[src/rtl/adpll_pi_filter.sv]
// ADPLL proportional-integral loop filter: 3-stage pipeline (gain multiply, saturating integrate, DCO word clamp).
// Optional lock-detect gear shifting between acquisition and tracking gains is enabled by ADPLL_LF_GEARSHIFT_EN.
module adpll_pi_filter #(
    parameter int ERROR_WIDTH   = 5,
    parameter int KP_WIDTH      = 5,
    parameter int KI_WIDTH      = 7,
    parameter int ACC_WIDTH     = 12,
    parameter int DCO_CC_WIDTH  = 5,
    parameter int P_SHIFT       = 2,
    parameter int OUT_SHIFT     = 7,
    parameter int LOCK_THRESH   = 1,
    parameter int UNLOCK_THRESH = 4,
    parameter int LOCK_COUNT    = 8
) (
    input  logic                           gen_clk_i,
    input  logic                           reset_i,
    input  logic                           error_valid_i,
    input  logic signed [ERROR_WIDTH-1:0]  error_i,
    input  logic        [KP_WIDTH-1:0]     kp_acq_i,
    input  logic        [KI_WIDTH-1:0]     ki_acq_i,
    input  logic        [KP_WIDTH-1:0]     kp_trk_i,
    input  logic        [KI_WIDTH-1:0]     ki_trk_i,
    output logic signed [DCO_CC_WIDTH-1:0] dco_cc_o,
    output logic                           dco_cc_valid_o,
    output logic                           locked_o,
    output logic                           sat_o
);

    localparam int P_W   = ERROR_WIDTH + KP_WIDTH;
    localparam int I_W   = ERROR_WIDTH + KI_WIDTH;
    localparam int A_W   = ((ACC_WIDTH > I_W) ? ACC_WIDTH : I_W) + 1;
    localparam int SUM_W = ACC_WIDTH + KP_WIDTH + ERROR_WIDTH + P_SHIFT + 1;

    localparam logic signed [A_W-1:0]   ACC_MAX_C = {{(A_W-ACC_WIDTH+1){1'b0}}, {(ACC_WIDTH-1){1'b1}}};
    localparam logic signed [A_W-1:0]   ACC_MIN_C = {{(A_W-ACC_WIDTH+1){1'b1}}, {(ACC_WIDTH-1){1'b0}}};
    localparam logic signed [SUM_W-1:0] DCO_MAX_C = {{(SUM_W-DCO_CC_WIDTH+1){1'b0}}, {(DCO_CC_WIDTH-1){1'b1}}};
    localparam logic signed [SUM_W-1:0] DCO_MIN_C = {{(SUM_W-DCO_CC_WIDTH+1){1'b1}}, {(DCO_CC_WIDTH-1){1'b0}}};

    logic [KP_WIDTH-1:0] kp_sel_s;
    logic [KI_WIDTH-1:0] ki_sel_s;

`ifdef ADPLL_LF_GEARSHIFT_EN
    localparam int CNT_W = $clog2(LOCK_COUNT + 1);
    localparam logic [0:0]           ST_ACQUIRE = 1'b0;
    localparam logic [0:0]           ST_TRACK   = 1'b1;
    localparam logic [ERROR_WIDTH:0] LOCK_TH_C   = (ERROR_WIDTH+1)'(LOCK_THRESH);
    localparam logic [ERROR_WIDTH:0] UNLOCK_TH_C = (ERROR_WIDTH+1)'(UNLOCK_THRESH);
    localparam logic [CNT_W-1:0]     LOCK_CNT_C  = CNT_W'(LOCK_COUNT);

    logic [0:0]           state_q, state_d;
    logic [CNT_W-1:0]     run_cnt_q, run_cnt_d;
    logic                 locked_q, locked_d;
    logic [ERROR_WIDTH:0] err_ext_s, err_abs_s;

    // Lock detector: gains follow the state before this sample's update.
    always_comb begin
        err_ext_s = {error_i[ERROR_WIDTH-1], error_i};
        if (error_i[ERROR_WIDTH-1]) begin
            err_abs_s = -err_ext_s;
        end else begin
            err_abs_s = err_ext_s;
        end
        state_d   = state_q;
        run_cnt_d = run_cnt_q;
        if (error_valid_i) begin
            case (state_q)
                ST_ACQUIRE: begin
                    if (err_abs_s <= LOCK_TH_C) begin
                        if (run_cnt_q + CNT_W'(1) == LOCK_CNT_C) begin
                            state_d   = ST_TRACK;
                            run_cnt_d = '0;
                        end else begin
                            run_cnt_d = run_cnt_q + CNT_W'(1);
                        end
                    end else begin
                        run_cnt_d = '0;
                    end
                end
                ST_TRACK: begin
                    if (err_abs_s > UNLOCK_TH_C) begin
                        state_d   = ST_ACQUIRE;
                        run_cnt_d = '0;
                    end else begin
                        state_d = ST_TRACK;
                    end
                end
                default: begin
                    state_d   = ST_ACQUIRE;
                    run_cnt_d = '0;
                end
            endcase
        end else begin
            state_d = state_q;
        end
        locked_d = (state_d == ST_TRACK);
        if (state_q == ST_TRACK) begin
            kp_sel_s = kp_trk_i;
            ki_sel_s = ki_trk_i;
        end else begin
            kp_sel_s = kp_acq_i;
            ki_sel_s = ki_acq_i;
        end
    end

    // Lock state registers.
    always_ff @(posedge gen_clk_i or posedge reset_i) begin
        if (reset_i) begin
            state_q   <= ST_ACQUIRE;
            run_cnt_q <= '0;
            locked_q  <= 1'b0;
        end else begin
            state_q   <= state_d;
            run_cnt_q <= run_cnt_d;
            locked_q  <= locked_d;
        end
    end

    assign locked_o = locked_q;
`else
    logic unused_trk_s;

    // Single-gear build: acquisition gains only.
    always_comb begin
        kp_sel_s = kp_acq_i;
        ki_sel_s = ki_acq_i;
    end

    assign unused_trk_s = ^{kp_trk_i, ki_trk_i};
    assign locked_o     = 1'b0;
`endif

    logic signed [P_W-1:0]          p_q, p_d;
    logic signed [I_W-1:0]          i_q, i_d;
    logic                           v1_q, v1_d;
    logic signed [ACC_WIDTH-1:0]    acc_q, acc_d;
    logic signed [SUM_W-1:0]        sum_q, sum_d;
    logic                           v2_q, v2_d;
    logic                           sat2_q, sat2_d;
    logic signed [DCO_CC_WIDTH-1:0] dco_q, dco_d;
    logic                           dco_vld_q, dco_vld_d;
    logic                           sat_q, sat_d;

    logic signed [P_W-1:0]       err_p_s, kp_p_s;
    logic signed [I_W-1:0]       err_i_s, ki_i_s;
    logic signed [A_W-1:0]       acc_sum_s;
    logic signed [ACC_WIDTH-1:0] acc_new_s;
    logic                        acc_clip_s;
    logic signed [SUM_W-1:0]     p_al_s, shifted_s;
    logic signed [DCO_CC_WIDTH-1:0] dco_new_s;

    // Stage 1: gain products; stage 2: saturating integrator and sum.
    always_comb begin
        err_p_s = {{KP_WIDTH{error_i[ERROR_WIDTH-1]}}, error_i};
        kp_p_s  = {{ERROR_WIDTH{1'b0}}, kp_sel_s};
        err_i_s = {{KI_WIDTH{error_i[ERROR_WIDTH-1]}}, error_i};
        ki_i_s  = {{ERROR_WIDTH{1'b0}}, ki_sel_s};
        v1_d    = error_valid_i;
        if (error_valid_i) begin
            p_d = err_p_s * kp_p_s;
            i_d = err_i_s * ki_i_s;
        end else begin
            p_d = p_q;
            i_d = i_q;
        end

        acc_sum_s = {{(A_W-ACC_WIDTH){acc_q[ACC_WIDTH-1]}}, acc_q}
                  + {{(A_W-I_W){i_q[I_W-1]}}, i_q};
        if (acc_sum_s > ACC_MAX_C) begin
            acc_new_s  = ACC_MAX_C[ACC_WIDTH-1:0];
            acc_clip_s = 1'b1;
        end else if (acc_sum_s < ACC_MIN_C) begin
            acc_new_s  = ACC_MIN_C[ACC_WIDTH-1:0];
            acc_clip_s = 1'b1;
        end else begin
            acc_new_s  = acc_sum_s[ACC_WIDTH-1:0];
            acc_clip_s = 1'b0;
        end
        p_al_s = {{(SUM_W-P_W){p_q[P_W-1]}}, p_q} <<< P_SHIFT;
        v2_d   = v1_q;
        if (v1_q) begin
            acc_d  = acc_new_s;
            sum_d  = p_al_s + {{(SUM_W-ACC_WIDTH){acc_new_s[ACC_WIDTH-1]}}, acc_new_s};
            sat2_d = acc_clip_s;
        end else begin
            acc_d  = acc_q;
            sum_d  = sum_q;
            sat2_d = sat2_q;
        end
    end

    // Stage 3: floor-scaled, clamped DCO word.
    always_comb begin
        shifted_s = sum_q >>> OUT_SHIFT;
        if (shifted_s > DCO_MAX_C) begin
            dco_new_s = DCO_MAX_C[DCO_CC_WIDTH-1:0];
        end else if (shifted_s < DCO_MIN_C) begin
            dco_new_s = DCO_MIN_C[DCO_CC_WIDTH-1:0];
        end else begin
            dco_new_s = shifted_s[DCO_CC_WIDTH-1:0];
        end
        dco_vld_d = v2_q;
        if (v2_q) begin
            dco_d = dco_new_s;
            sat_d = sat2_q;
        end else begin
            dco_d = dco_q;
            sat_d = sat_q;
        end
    end

    // Datapath pipeline registers.
    always_ff @(posedge gen_clk_i or posedge reset_i) begin
        if (reset_i) begin
            p_q       <= '0;
            i_q       <= '0;
            v1_q      <= 1'b0;
            acc_q     <= '0;
            sum_q     <= '0;
            v2_q      <= 1'b0;
            sat2_q    <= 1'b0;
            dco_q     <= '0;
            dco_vld_q <= 1'b0;
            sat_q     <= 1'b0;
        end else begin
            p_q       <= p_d;
            i_q       <= i_d;
            v1_q      <= v1_d;
            acc_q     <= acc_d;
            sum_q     <= sum_d;
            v2_q      <= v2_d;
            sat2_q    <= sat2_d;
            dco_q     <= dco_d;
            dco_vld_q <= dco_vld_d;
            sat_q     <= sat_d;
        end
    end

    assign dco_cc_o       = dco_q;
    assign dco_cc_valid_o = dco_vld_q;
    assign sat_o          = sat_q;

endmodule

[config.mk]
export PLATFORM = sky130hd
export DESIGN_NAME = adpll_pi_filter
export DESIGN_NICKNAME = d
export VERILOG_FILES = /design/src/rtl/adpll_pi_filter.sv
export SDC_FILE = /design/constraint.sdc
export NUM_CORES = 1
export LEC_CHECK = 0
export CAP_MARGIN = 10
export CELL_PAD_IN_SITES_DETAIL_PLACEMENT = 1
export CELL_PAD_IN_SITES_GLOBAL_PLACEMENT = 1
export CORE_MARGIN = 3
export CORE_UTILIZATION = 50
export CTS_BUF_LIST = sky130_fd_sc_hd__clkbuf_16
export DETAILED_ROUTE_END_ITERATION = 16
export MAX_ROUTING_LAYER = met4
export PLACE_DENSITY = 0.89
export SYNTH_ARGS = -nofsm -noshare
export SYNTH_HDL_FRONTEND = slang
export SYNTH_SLANG_ARGS = --single-unit
[constraint.sdc]
create_clock -name gen_clk_i -period 11.3 [get_ports gen_clk_i]
set_input_delay 1.13 -clock gen_clk_i [delete_from_list [all_inputs] [get_ports gen_clk_i]]
set_output_delay 1.13 -clock gen_clk_i [all_outputs]
set_load 0.05 [all_outputs]
==> run metrics <==
fin nets 615; worst hold path depth 1; reg2reg path depth 20; clock-pin transition on the worst setup and hold timing paths 0.07 ns; min-delay src sat2_q; Post-synth EDFFs 0; dpl hpwl 8.74 mm; Multi-input gate area 3170 sq um; cts hold-fix bufs 0; outcome finished, final reports clean; R2R Path End sum_q[10]; Slew HR 29.8%; clock sinks 50; Synth top area share 26.7%; Synth async-reset ratio 100%; largest buffer count on any clock path 2; Worst-Skew Late Latency 0.29 ns; HP Class flop to flop; Worst Path Arrival 5.63 ns; R2R Path Start i_q[0]; Die X 103 um; RSZ-0062 raised after global routing false; Crit path required time 11.48 ns; Sequential Area 1250 sq um; kind of critical path flop to flop; total CTS buffers 5; GR Overflow Total 0; DRT iter0 DRCs 82; via count 3386; post-synthesis sequential area ratio 26.7%; part of the cycle the worst path needs 48.3%; largest net degree at the start of global routing 51; Avg Cell Area, Syn 9.94 sq um; Syn Inst Count 471; Port Buffers 26; setup TNS 0 ns; commonest non-fill, non-tap cell in the layout ha_1; Fill cells 993; GP Congestion 0.855; final setup fails 0; top cells by area, synth dfrtp_1, ha_1, fa_1, mux2_2, inv_1; CTS tree done; # diodes 0; first-pass GRT wire length 18.6 mm; Die H 103 um; DR vias/cell 5.64; Total Wirelength 11.0 mm; Synth area leader dfrtp_1; I/O Pins 40; Clock H-tree levels 2; vias in the first global route 3915; max-cap viol count 0; Clock Tree Root clkbuf_16; worst-path maximum fanout 7; clk_skew 0.00770 ns; Synth Cell Area 4680 sq um; synthesis warning total 0; flip-flop and latch count after synthesis 50; Cell variety after synth 41; Synthesized Nets 595; drt wl/cell 18.3 um; initial antenna violation count 0; layout cells sized above 1 10.8%; full die area 10600 sq um; antenna-violating nets left 0; Initial Util 52.6%; setup bufs post-CTS 0; most frequent cells in the layout ha_1, inv_1, dfrtp_1; gr usage total 23.2%; P&R area growth vs syn 11.0%; post-route minimum period 5.45 ns; Pre-antenna DRT Iters 4; Top FF cell, synth dfrtp_1; Worst Hold Path EP sat2_q; CP Capture Type flop; final count of pins violating max slew 0; register-to-register setup slack 5.85 ns; post-CTS resize count 0; std cell rows 34; Fmax 183 MHz; Worst-Margin Slew 1.05 ns; CP startpoint kind flop; core region area 8890 sq um; DRC 0; Hold Vio Cnt, Final 0
registers in the layout (all words and copies together) (netlist names):
register / count
dco_cc_valid_o: 1
dco_cc_o: 5
sum_q: 6
sat2_q: 1
acc_q: 12
dco_vld_d: 1
v1_q: 1
i_q: 12
p_q: 10
sat_o: 1
per-stage QoR:
| stage | instance area, sq um | cells | hold slack (ns) | setup WS (ns) | utilization [%] |
|---|---|---|---|---|---|
| 2_1_floorplan | 4680 | 471 | 0.352 | 6.44 | - |
| 3_5_place_dp | 5020 | 592 | 0.480 | 5.53 | 56.5 |
| 3_3_place_gp | 5020 | 592 | 0.467 | 5.70 | 56.5 |
| 4_1_cts | 5200 | 600 | 0.497 | 5.82 | 58.4 |
| 5_1_grt | 5200 | 600 | 0.533 | 5.50 | 58.4 |
| 6_report | 5200 | 600 | 0.495 | 5.85 | 58.4 |
worst max-delay path, stage by stage, from the launching register on:
cell	delay [ns]
dfrtp_1	0.38
ha_1	0.22
inv_1	0.08
fa_1	0.41
nor2b_1	0.18
o31ai_1	0.17
a211oi_1	0.44
nor2_1	0.10
a21oi_1	0.53
nand2_1	0.39
a21oi_1	0.40
ha_1	0.33
a21o_1	0.18
a21o_1	0.18
a21o_1	0.20
a21oi_1	0.17
inv_1	0.08
a41o_4	0.27
a21o_1	0.21
a2111oi_2	0.35
nor2_1	0.08
area by class of cell:
type | instances | share of cell area, %
Clock buffer | 5 | 2.41
Clock inverter | 3 | 0.939
Inverter | 56 | 4.05
Multi-Input combinational cell | 352 | 60.9
Sequential cell | 50 | 24.1
Tap cell | 108 | 2.60
Timing Repair Buffer | 26 | 5.01
Yosys cell counts (13+ instances only):
master   instances
ha_1            65
nor2_1          21
nand2_1         30
dfrtp_1         50
a21oi_1         29
fa_1            27
a21o_1          13
o21ai_0         16
xnor2_1         21
inv_1           56
and2_1          30
mux2_2          33
cell families after synthesis:
family / synth area share (%)
other: 0.0801
multiplexers: 8.48
flip-flops: 26.7
AO/OA/AOI/OAI: 11.4
AND/OR/NAND/NOR: 11.8
XOR/XNOR: 5.43
adder cells (fa/ha/maj): 30.4
buffers and inverters: 5.61
how the worst max path moves through the flow:
stage	from	end	slack, ns	cells past startpoint
after global routing	i_q[0]	sum_q[10]	5.50	20
after global placement	error_i[4]	i_q[11]	5.70	15
after floorplan	error_i[4]	i_q[11]	6.44	15
after CTS	error_i[4]	i_q[10]	5.82	15
after detailed placement	error_i[4]	i_q[10]	5.53	15
final	i_q[0]	sum_q[10]	5.85	20
metal layers:
layer	routed length [um]	global-route usage [%]
met4	118	3.88
met2	6000	43.5
met5	0	-
met1	4720	27.0
met3	170	2.77
Power is not shown: default switching activity piles up to over one toggle a cycle in this logic, so the estimate is an artifact.
